<file path="config.mk">
export PLATFORM = sky130hd
export DESIGN_NAME = control_sequencer
export DESIGN_NICKNAME = d
export VERILOG_FILES = /design/src/rtl/cpu_pkg.sv /design/src/rtl/op_decode.sv /design/src/rtl/control_sequencer.sv
export SDC_FILE = /design/constraint.sdc
export NUM_CORES = 1
export LEC_CHECK = 0
export CAP_MARGIN = 20
export CORE_MARGIN = 2
export CORE_UTILIZATION = 45
export DETAILED_ROUTE_END_ITERATION = 10
export PLACE_DENSITY = 0.9
export REMOVE_ABC_BUFFERS = 1
export SETUP_SLACK_MARGIN = 0.4
export SYNTH_ARGS = -nofsm -noshare
export SYNTH_HDL_FRONTEND = slang
export SYNTH_SLANG_ARGS = --single-unit
export TNS_END_PERCENT = 20
</file>
<file path="constraint.sdc">
create_clock -name clock -period 8.8 [get_ports clock]
set_clock_uncertainty 0.15 [all_clocks]
set_input_delay 2.64 -clock clock [delete_from_list [all_inputs] [get_ports clock]]
set_output_delay 2.64 -clock clock [all_outputs]
set_load 0.005 [all_outputs]
</file>
<file path="src/rtl/cpu_pkg.sv">
// Shared definitions for the multi-cycle control sequencer: opcodes, ALU codes,
// sequencer states and instruction classes.
package cpu_pkg;

    localparam logic [4:0] OP_LD   = 5'b00000;
    localparam logic [4:0] OP_LDI  = 5'b00001;
    localparam logic [4:0] OP_ST   = 5'b00010;
    localparam logic [4:0] OP_ADD  = 5'b00011;
    localparam logic [4:0] OP_SUB  = 5'b00100;
    localparam logic [4:0] OP_AND  = 5'b01010;
    localparam logic [4:0] OP_OR   = 5'b01011;
    localparam logic [4:0] OP_ADDI = 5'b01100;
    localparam logic [4:0] OP_ANDI = 5'b01101;
    localparam logic [4:0] OP_ORI  = 5'b01110;
    localparam logic [4:0] OP_MUL  = 5'b01111;
    localparam logic [4:0] OP_DIV  = 5'b10000;
    localparam logic [4:0] OP_BR   = 5'b10011;
    localparam logic [4:0] OP_MFHI = 5'b11000;
    localparam logic [4:0] OP_MFLO = 5'b11001;
    localparam logic [4:0] OP_NOP  = 5'b11010;
    localparam logic [4:0] OP_HALT = 5'b11011;

    localparam logic [3:0] ALU_ADD = 4'd0;
    localparam logic [3:0] ALU_SUB = 4'd1;
    localparam logic [3:0] ALU_AND = 4'd2;
    localparam logic [3:0] ALU_OR  = 4'd3;
    localparam logic [3:0] ALU_MUL = 4'd9;
    localparam logic [3:0] ALU_DIV = 4'd10;

    typedef enum logic [3:0] {
        ST_RESET, ST_T0, ST_T1, ST_T2, ST_T3, ST_T4, ST_T5, ST_T6, ST_T7, ST_HALT
    } state_e;

    typedef enum logic [3:0] {
        CL_ALU, CL_IMM, CL_LDI, CL_LD, CL_ST, CL_MULDIV, CL_MFHI, CL_MFLO,
        CL_BR, CL_NOP, CL_HALT, CL_ILLEGAL
    } op_class_e;

    function automatic state_e next_step(input state_e s);
        case (s)
            ST_T0:   return ST_T1;
            ST_T1:   return ST_T2;
            ST_T2:   return ST_T3;
            ST_T3:   return ST_T4;
            ST_T4:   return ST_T5;
            ST_T5:   return ST_T6;
            ST_T6:   return ST_T7;
            default: return ST_T0;
        endcase
    endfunction

endpackage

</file>
<file path="src/rtl/op_decode.sv">
// Combinational opcode decoder: maps a 5-bit opcode to its instruction class
// and the ALU operation used by its execute sequence.
module op_decode
    import cpu_pkg::*;
(
    input  logic [4:0] opcode,
    output op_class_e  op_class,
    output logic [3:0] alu_code
);

    always_comb begin
        op_class = CL_ILLEGAL;
        alu_code = ALU_ADD;
        case (opcode)
            OP_LD:   op_class = CL_LD;
            OP_LDI:  op_class = CL_LDI;
            OP_ST:   op_class = CL_ST;
            OP_ADD:  op_class = CL_ALU;
            OP_SUB:  begin op_class = CL_ALU; alu_code = ALU_SUB; end
            OP_AND:  begin op_class = CL_ALU; alu_code = ALU_AND; end
            OP_OR:   begin op_class = CL_ALU; alu_code = ALU_OR;  end
            OP_ADDI: op_class = CL_IMM;
            OP_ANDI: begin op_class = CL_IMM; alu_code = ALU_AND; end
            OP_ORI:  begin op_class = CL_IMM; alu_code = ALU_OR;  end
            OP_MUL:  begin op_class = CL_MULDIV; alu_code = ALU_MUL; end
            OP_DIV:  begin op_class = CL_MULDIV; alu_code = ALU_DIV; end
            OP_BR:   op_class = CL_BR;
            OP_MFHI: op_class = CL_MFHI;
            OP_MFLO: op_class = CL_MFLO;
            OP_NOP:  op_class = CL_NOP;
            OP_HALT: op_class = CL_HALT;
            default: ;
        endcase
    end

endmodule

</file>
<file path="src/rtl/control_sequencer.sv">
// Multi-cycle CPU control unit: fetch plus per-class execute sequences, one
// control step per clock, with sticky stop request and HALT.
module control_sequencer
    import cpu_pkg::*;
#(
    parameter int IR_W  = 32,
    parameter int SEL_W = 4
) (
    input  logic             clock,
    input  logic             clear,
    input  logic [IR_W-1:0]  ir,
    input  logic             con_ff,
    input  logic             stop,
    output logic             PCout,
    output logic             PCin,
    output logic             IncPC,
    output logic             IRin,
    output logic             MARin,
    output logic             MDRin,
    output logic             MDRout,
    output logic             Read,
    output logic             Write,
    output logic             Gra,
    output logic             Grb,
    output logic             Grc,
    output logic             Rin,
    output logic             Rout,
    output logic             BAout,
    output logic             Yin,
    output logic             Zin,
    output logic             Zhighout,
    output logic             Zlowout,
    output logic             Cout,
    output logic             CONin,
    output logic             HIin,
    output logic             HIout,
    output logic             LOin,
    output logic             LOout,
    output logic [SEL_W-1:0] ALUselect,
    output logic             run,
    output logic             illegal
);

    state_e     state;
    logic [4:0] opcode_q;
    logic [4:0] opcode;
    logic       stop_flag;
    logic       last_step;
    op_class_e  op_class;
    logic [3:0] alu_code;
    logic       unused_ir;

    // The new instruction is only visible on ir during T3; later steps use the latched copy.
    assign opcode    = (state == ST_T3) ? ir[31:27] : opcode_q;
    assign unused_ir = ^ir;

    op_decode u_decode (
        .opcode   (opcode),
        .op_class (op_class),
        .alu_code (alu_code)
    );

    always_comb begin
        last_step = 1'b0;
        case (state)
            ST_T3:   last_step = op_class inside {CL_NOP, CL_MFHI, CL_MFLO, CL_ILLEGAL};
            ST_T5:   last_step = op_class inside {CL_ALU, CL_IMM, CL_LDI};
            ST_T6:   last_step = op_class inside {CL_MULDIV, CL_BR};
            ST_T7:   last_step = 1'b1;
            default: ;
        endcase
    end

    always_ff @(posedge clock) begin
        if (!clear) begin
            state     <= ST_RESET;
            opcode_q  <= '0;
            stop_flag <= 1'b0;
        end else begin
            stop_flag <= stop_flag | stop;
            if (state == ST_T3)
                opcode_q <= ir[31:27];
            case (state)
                ST_RESET: state <= ST_T0;
                ST_HALT:  state <= ST_HALT;
                default: begin
                    if ((state == ST_T3 && op_class == CL_HALT) ||
                        (last_step && (stop_flag || stop))) begin
                        state     <= ST_HALT;
                        stop_flag <= 1'b0;
                    end else if (last_step) begin
                        state <= ST_T0;
                    end else begin
                        state <= next_step(state);
                    end
                end
            endcase
        end
    end

    always_comb begin
        {PCout, PCin, IncPC, IRin, MARin, MDRin, MDRout, Read, Write} = '0;
        {Gra, Grb, Grc, Rin, Rout, BAout} = '0;
        {Yin, Zin, Zhighout, Zlowout, Cout, CONin} = '0;
        {HIin, HIout, LOin, LOout, illegal} = '0;
        ALUselect = '0;
        run = (state != ST_RESET) && (state != ST_HALT);
        case (state)
            ST_T0: begin PCout = 1'b1; MARin = 1'b1; IncPC = 1'b1; end
            ST_T1: begin Read = 1'b1; MDRin = 1'b1; end
            ST_T2: begin MDRout = 1'b1; IRin = 1'b1; end
            ST_T3: begin
                case (op_class)
                    CL_ALU, CL_IMM:      begin Grb = 1'b1; Rout = 1'b1; Yin = 1'b1; end
                    CL_LDI, CL_LD, CL_ST: begin Grb = 1'b1; BAout = 1'b1; Yin = 1'b1; end
                    CL_MULDIV:           begin Gra = 1'b1; Rout = 1'b1; Yin = 1'b1; end
                    CL_MFHI:             begin HIout = 1'b1; Gra = 1'b1; Rin = 1'b1; end
                    CL_MFLO:             begin LOout = 1'b1; Gra = 1'b1; Rin = 1'b1; end
                    CL_BR:               begin Gra = 1'b1; Rout = 1'b1; CONin = 1'b1; end
                    CL_ILLEGAL:          illegal = 1'b1;
                    default: ;
                endcase
            end
            ST_T4: begin
                case (op_class)
                    CL_ALU:    begin Grc = 1'b1; Rout = 1'b1; Zin = 1'b1; ALUselect = SEL_W'(alu_code); end
                    CL_IMM, CL_LDI, CL_LD, CL_ST:
                               begin Cout = 1'b1; Zin = 1'b1; ALUselect = SEL_W'(alu_code); end
                    CL_MULDIV: begin Grb = 1'b1; Rout = 1'b1; Zin = 1'b1; ALUselect = SEL_W'(alu_code); end
                    CL_BR:     begin PCout = 1'b1; Yin = 1'b1; end
                    default: ;
                endcase
            end
            ST_T5: begin
                case (op_class)
                    CL_ALU, CL_IMM, CL_LDI: begin Zlowout = 1'b1; Gra = 1'b1; Rin = 1'b1; end
                    CL_LD, CL_ST:           begin Zlowout = 1'b1; MARin = 1'b1; end
                    CL_MULDIV:              begin Zlowout = 1'b1; LOin = 1'b1; end
                    CL_BR:                  begin Cout = 1'b1; Zin = 1'b1; ALUselect = SEL_W'(alu_code); end
                    default: ;
                endcase
            end
            ST_T6: begin
                case (op_class)
                    CL_LD:     begin Read = 1'b1; MDRin = 1'b1; end
                    CL_ST:     begin Gra = 1'b1; Rout = 1'b1; MDRin = 1'b1; end
                    CL_MULDIV: begin Zhighout = 1'b1; HIin = 1'b1; end
                    CL_BR:     begin Zlowout = 1'b1; PCin = con_ff; end
                    default: ;
                endcase
            end
            ST_T7: begin
                case (op_class)
                    CL_LD:   begin MDRout = 1'b1; Gra = 1'b1; Rin = 1'b1; end
                    CL_ST:   Write = 1'b1;
                    default: ;
                endcase
            end
            default: ;
        endcase
    end

endmodule

</file>
==> results of run 1 <==
-- metrics by stage --
step / cells / area (um2)
2_1_floorplan: 190 / 1340
4_1_cts: 277 / 1820
3_5_place_dp: 273 / 1780
6_report: 277 / 1820
3_3_place_gp: 273 / 1780
5_1_grt: 277 / 1820
-- worst max-delay path: stages --
cell and delay (ns):
sky130_fd_sc_hd__clkdlybuf4s50_1 0.74, sky130_fd_sc_hd__or4b_2 0.64, sky130_fd_sc_hd__mux2i_1 0.14, sky130_fd_sc_hd__mux2i_1 0.25, sky130_fd_sc_hd__nand2b_1 0.28, sky130_fd_sc_hd__nand4_1 0.12, sky130_fd_sc_hd__clkdlybuf4s50_1 0.51
-- power by group through the flow --
stage / clock network (mW) / logic (mW) / registers, mW
6_report: 0.0409 / 0.0614 / 0.0546
5_1_grt: 0.0436 / 0.0671 / 0.0553
4_1_cts: 0.0414 / 0.0610 / 0.0544
3_5_place_dp: 0 / 0.0606 / 0.0555
3_3_place_gp: 0 / 0.0596 / 0.0552
2_1_floorplan: 0 / 0.0354 / 0.0540
-- synthesized netlist by cell type (2+ instances only) --
cell type / number / area [um2]
sky130_fd_sc_hd__nor2_1: 25 / 93.8
sky130_fd_sc_hd__nand2_1: 17 / 63.8
sky130_fd_sc_hd__mux2i_1: 11 / 110
sky130_fd_sc_hd__dfxtp_1: 10 / 200
sky130_fd_sc_hd__nor3_1: 10 / 50.1
sky130_fd_sc_hd__clkbuf_1: 9 / 33.8
sky130_fd_sc_hd__inv_1: 9 / 33.8
sky130_fd_sc_hd__nand3_1: 9 / 45.0
sky130_fd_sc_hd__nor2b_1: 9 / 56.3
sky130_fd_sc_hd__o21ai_0: 9 / 45.0
sky130_fd_sc_hd__nand2b_1: 8 / 50.1
sky130_fd_sc_hd__nor4_1: 7 / 43.8
sky130_fd_sc_hd__a21oi_1: 6 / 30.0
sky130_fd_sc_hd__and2_1: 5 / 31.3
sky130_fd_sc_hd__buf_2: 5 / 25.0
sky130_fd_sc_hd__or3_1: 5 / 31.3
sky130_fd_sc_hd__a31oi_1: 4 / 25.0
sky130_fd_sc_hd__nand3b_1: 4 / 30.0
sky130_fd_sc_hd__mux2_2: 3 / 33.8
sky130_fd_sc_hd__o211ai_1: 3 / 22.5
sky130_fd_sc_hd__o22ai_1: 3 / 18.8
sky130_fd_sc_hd__buf_4: 2 / 15.0
sky130_fd_sc_hd__buf_6: 2 / 22.5
sky130_fd_sc_hd__nand4_1: 2 / 12.5
sky130_fd_sc_hd__nand4b_1: 2 / 17.5
sky130_fd_sc_hd__nor3b_1: 2 / 15.0
sky130_fd_sc_hd__o21ai_1: 2 / 10.0
sky130_fd_sc_hd__or4b_2: 2 / 20.0
-- kinds of logic after synthesis --
group / after synthesis / share of synthesized area [%]
AOI/OAI and AO/OA: 39 / 18.2
other: 1 / 0.262
xor gates and xnor gates: 2 / 1.22
buffers and inverters: 27 / 9.08
muxes: 15 / 11.6
DFF: 10 / 14.0
and+or+nand+nor: 114 / 45.7
-- sequential cells by signal, summed over array words and instances, names as in the netlist --
name	flops
opcode_q	5
state	4
stop_flag	1
-- path summary, 6_finish.rpt --
| path | start | endpoint | slack (ns) | cells after the start |
|---|---|---|---|---|
| hold / removal | stop_flag | stop_flag | 0.45 | 2 |
| setup reg to reg | state[2] | state[0] | 5.79 | 5 |
| setup / recovery | ir[31] | Rout | 0.68 | 7 |
| hold reg to reg | stop_flag | stop_flag | 0.45 | 2 |
-- metal layers --
layer  track usage (%)  up-vias  part of all wire [%]
li1                  -      805                     -
met1              34.0      756                    43
met2              35.1       82                    46
met3              1.92       16                   8.4
met4              11.2        0                   2.3
met5                 0        -                     0
-- area by class of cell --
cell class	instances	area (um2)
multi-input combinational	171	1100
tap	44	55.1
inverter	9	33.8
clock buffer	4	36.3
fill	276	1240
sequential	10	200
timing repair buffer	39	388
==> run summary, run 1 <==
The count of unresolved DRC violations after routing came out at 0. The final layout contains 270 nets. The clock transition at the registers of the reported paths is 0.06 ns. The minimum setup slack after placement came out at 0.701 ns.

The initial antenna violation count was 0. The cell area power density came out at 86.4 nW/um2. The main flop type after synthesis is sky130_fd_sc_hd__dfxtp_1. The average wire length per cell after detail routing came out at roughly 15 um.

The total count of max-transition violations in the final report came out at 0. The largest net degree at the start of global routing came out at 20. STA classifies the critical path startpoint as an input pin.

The number of buffers created by CTS is 3. The gate count of the mapped netlist came out at 208. The aggregate global-route resource usage is 23.4%. The area inside the core boundary came out at about 3100 um2. The critical path arrival came out at 5.33 ns. The first global-routing pass estimated between 6000 and 7000 um of wire. For this design the top-level I/O count stands at 67. The sequential element share of the synthesized area came out at between 10 and 15%. The vias per cell is 5.99. The die span in y is 60.4 um. The final antenna-violating net count came out at 0. The switching part of the total came out at 34.0%. The number of buffers on the longest clock path is 2. The mean instance size in the synthesized netlist came out at approximately 6.9 um2. The critical path in this run is classified as in2out. The number of violations of the max-capacitance limit is 0. The transition time at the pin with the least slew margin came out at 0.900 ns. Leaving out fill and tap cells, the most frequent cell in the layout is sky130_fd_sc_hd__clkdlybuf4s50_1.

The leakage power of the design is 0.686 nW. The post-route minimum period came out at 8.12 ns. Cells with a size suffix above 1 make up 7.73% of the layout. The worst pin sits at a relative slew slack of between 30% and 40%.

The worst hold path belongs to the class reg2reg. The post-cts sizing count is 0. The sum of negative setup slack came out at 0 ns. In this run the power spent charging and discharging nets is 53.4 uW. The internal power of the cells totals 103 uW.

The first detailed-routing pass ran for 4 iterations. The die width is 60.4 um. The synthesis-stage register bit count is 10. The part of the total power dissipated in combinational logic came out at approximately two fifths.

The final setup violation count is 0. Leaving out fill and tap cells, the most frequent cells in the layout are 38 x sky130_fd_sc_hd__clkdlybuf4s50_1, 25 x sky130_fd_sc_hd__nor2_1, 17 x sky130_fd_sc_hd__nand2_1. The smallest hold slack is 0.454 ns. The floorplan step defined a die boundary enclosing roughly 3700 um2. The clock net sink count came out at 10. The synthesis-to-layout area growth is 26.7%. The fraction of synthesis flops using an asynchronous set or reset pin is 0%.

The residual overflow from global routing came out at 0. In this run the clock root is driven by a sky130_fd_sc_hd__clkbuf_4. Setup repair after global routing left no endpoint under its margin.

The kind of end point of the critical path is an output pin. The flow ran to the end, and the final reports show no timing, DRC or antenna violations. The number of library cell types mapped by synthesis is a little over 50. The final critical-path share of the clock period is roughly 92%. The number of global-route vias before repair was 1412. The detailed router's first-iteration violation count is 161.

The overall routed net length is 4090 um. The number of hold buffers added after CTS is 0. The sum of internal, switching and leakage power came out at 157 uW. The HPWL after detailed placement is between 3000 and 4000 um. Once routing completed, OpenROAD measured the worst setup slack at roughly 0.68 ns. The quantity of I/O buffers inserted on ports came out at 38.

The number of vias after detailed routing came out at 1659. The post-layout utilization of the core came out at 59.5%. TritonCTS built the clock tree. The maximum operating frequency came out at about 0.12 GHz.

The count of flip-flops with a built-in enable after synthesis came out at 0. Of the total power, registers draw 34.8%. The number of hold-slack violations in the final timing report came out at 0.

The required time of the critical path came out at 6.01 ns. The maximum resistive drop on vdd came out at 0.0484 mV. The warning count from the yosys run came out at 0. The clock share of power is 26.1%.

The H-tree depth came out at 1. The maximum fanout count along the critical path is 13. The number of placement rows is 20. For this configuration, the core starts out at a cell density of about 47%.

Buffers added to address setup during post-CTS repair amount to 0. The later pin in the worst-skew pair is clocked with a latency of 0.26 ns. At the end of routability-driven placement, the weighted congestion stood at 0.909. 0 antenna diodes ended up in the layout. The mapped cell area is 1430 um2.
(Power assumes the default switching activity.)
==> run 2: changes to the inputs <==
- PLACE_DENSITY: 0.9 -> 0.84
==> run summary, run 2 (synthesis gave the netlist of run 1 again) <==
The TritonCTS clock tree was done (unchanged). The effective utilization at floorplan came out at 46.9% (unchanged). The clock tree root buffer cell is sky130_fd_sc_hd__clkbuf_4 (unchanged). The maximum operating frequency came out at 0.123 GHz (about the same). The post-CTS setup buffer count came out at 0 (unchanged). The number of top-level pins is 67 (unchanged). The source-to-sink clock delay at the later pin of the worst-skew pair is 0.27 ns (was 0.26 ns).

Unrepaired setup endpoints after global routing: no (unchanged). The number of global-route vias before repair came out at 1378 (was 1412). The post-cts sizing count is 0 (unchanged). The kind of end point of the critical path is an output pin (unchanged). The register bank with the most flops is opcode_q (unchanged).

The sum of negative setup slack is 0 ns (unchanged). The die width is 60.4 um (unchanged). The kind of path behind the tightest hold check was reg2reg (unchanged). The number of hold buffers added after CTS came to 0 (unchanged). The clock transition at the registers of the reported paths is 0.06 ns (about the same). The count of unresolved DRC violations after routing came out at 0 (unchanged). The half-perimeter wire length of the detailed placement result is 3080 um (was 3020 um). Status: complete, no violations (unchanged). The commonest non-fill, non-tap cell in the layout was sky130_fd_sc_hd__clkdlybuf4s50_1 (unchanged). The wire length of the first global-routing pass came out at 6570 um (was 6580 um). The post-route minimum period came out at 8.11 ns (was 8.12 ns). The internal power consumption came out at 104 uW (was 103 uW).

The required time of the critical path came out at 6.01 ns (about the same). The synthesis-to-layout area growth came to 27.8% (was 26.7%). The number of placement rows came out at 20 (unchanged). The number of violations of the max-capacitance limit is 0 (unchanged). The final antenna-violating net count came out at 0 (unchanged).

The placer's final routability congestion estimate is 0.977 (was 0.909). The residual overflow from global routing is 0 (unchanged). The clock net sink count came to 10 (unchanged).

The maximum resistive drop on vdd is 0.0482 mV (was 0.0484 mV). The length of the first detailed-routing pass in iterations is 5 (was 4). The clock share of power came out at 26.1% (about the same). Top library cells by usage in the layout, fill and taps aside: 38 x sky130_fd_sc_hd__clkdlybuf4s50_1, 25 x sky130_fd_sc_hd__nor2_1, 17 x sky130_fd_sc_hd__nand2_1 (unchanged).

The switching part of the total came to 34.3% (was 34.0%). The initial antenna violation count was 0 (unchanged). The number of buffers created by CTS is 3 (unchanged). The detailed router's first-iteration violation count was 155 (was 161).

The final setup violation count was 0 (unchanged). The leakage power of the design is 0.695 nW (was 0.686 nW). The cell area power density is 86.5 nW/um2 (was 86.4 nW/um2).

The sequential share of power came out at 34.5% (was 34.8%). The H-tree depth is 1 (unchanged). The largest net degree at the start of global routing was 20 (unchanged).

The die span in y is 60.4 um (unchanged). The number of hold-slack violations in the final timing report came out at 0 (unchanged). The net switching power of the design is 54.4 uW (was 53.4 uW).

The aggregate global-route resource usage came out at 23.4% (about the same). The number of vias after detailed routing came out at 1697 (was 1659). The maximum fanout count along the critical path came out at 11 (was 13). The critical path arrival came out at 5.32 ns (was 5.33 ns). The transition time at the pin with the least slew margin came out at 0.900 ns (about the same).

The number of nets in the layout is 272 (was 270). The smallest hold slack is 0.440 ns (was 0.454 ns). The fraction of final layout cells with drive strength greater than 1 is 8.51% (was 7.73%). The vias per cell came out at 6.08 (was 5.99). The category of the most critical setup path is in2out (unchanged). The number of buffers on the longest clock path came out at 2 (unchanged). The quantity of I/O buffers inserted on ports came out at 38 (unchanged). The part of the total power dissipated in combinational logic came to 39.4% (was 39.1%). The area inside the core boundary came out at 3050 um2 (unchanged). The overall routed net length is 4170 um (was 4090 um). The worst slew margin relative to its limit came to 39.7% (about the same).

The floorplan die area came out at 3650 um2 (unchanged). The critical path launch point type is an input pin (unchanged). The average wire length per cell after detail routing came out at 15.0 um (was 14.8 um). The number of flip-flops in the largest register came to 5 (unchanged). The post-layout utilization of the core came to 60.0% (was 59.5%). The final critical-path share of the clock period is 92.2% (was 92.3%). Registers with the highest flip-flop counts: opcode_q (5), state (4), stop_flag (1) (unchanged). The total count of max-transition violations in the final report came out at 0 (unchanged). The number of antenna cells inserted was 0 (unchanged). The total of fill cells in the finished design came out at 284 (was 276).
==> run 2: cell count changes in the layout (fill, tap and decap cells not counted), sizes merged <==
cell,delta
buf,+2
==> run 2: cell type report <==
| class | instances | area (um2) | area share, % |
|---|---|---|---|
| clock buffer | 4 | 36.3 | 1.98 |
| inverter | 9 | 33.8 | 1.85 |
| multi-input combinational | 171 | 1100 | 60.2 |
| sequential | 10 | 200 | 10.9 |
| tap | 44 | 55.1 | 3.01 |
| timing repair buffer | 41 | 403 | 22.0 |
==> run 2: worst paths after layout <==
check / slack, ns / to / cells past startpoint / start
setup / recovery: 0.69 / Rout / 7 / ir[28]
setup reg to reg: 5.80 / state[0] / 5 / state[2]
hold / removal: 0.44 / stop_flag / 2 / stop_flag
hold reg to reg: 0.44 / stop_flag / 2 / stop_flag
==> run 2: metal layers <==
layer / up-vias / share of wire [%] / global-route usage (%)
li1: 807 / - / -
met1: 781 / 44 / 35.4
met2: 98 / 46 / 35.6
met3: 11 / 9.3 / 0.853
met4: 0 / 1.4 / 8.07
met5: - / 0 / 0
==> run 2: power by group through the flow <==
stage	clock, mW	sequential (mW)	combinational (mW)
2_1_floorplan	0	0.0540	0.0354
3_3_place_gp	0	0.0552	0.0607
3_5_place_dp	0	0.0554	0.0613
4_1_cts	0.0415	0.0543	0.0617
5_1_grt	0.0444	0.0552	0.0681
6_report	0.0414	0.0546	0.0624
==> run 2: through the flow <==
stage / setup slack (ns) / cells / power (mW) / cell area [um2]
6_report: 0.688 / 279 / 0.158 / 1830
5_1_grt: 0.606 / 279 / 0.168 / 1830
4_1_cts: 0.714 / 279 / 0.158 / 1830
3_5_place_dp: 0.733 / 275 / 0.117 / 1790
3_3_place_gp: 0.718 / 275 / 0.116 / 1790
2_1_floorplan: 2.12 / 190 / 0.0893 / 1340
==> run 2: critical path: stages <==
cell	delay, ns
sky130_fd_sc_hd__clkdlybuf4s50_1	0.62
sky130_fd_sc_hd__or4b_2	0.73
sky130_fd_sc_hd__mux2i_1	0.15
sky130_fd_sc_hd__mux2i_1	0.25
sky130_fd_sc_hd__nand2b_1	0.29
sky130_fd_sc_hd__nand4_1	0.12
sky130_fd_sc_hd__clkdlybuf4s50_1	0.51
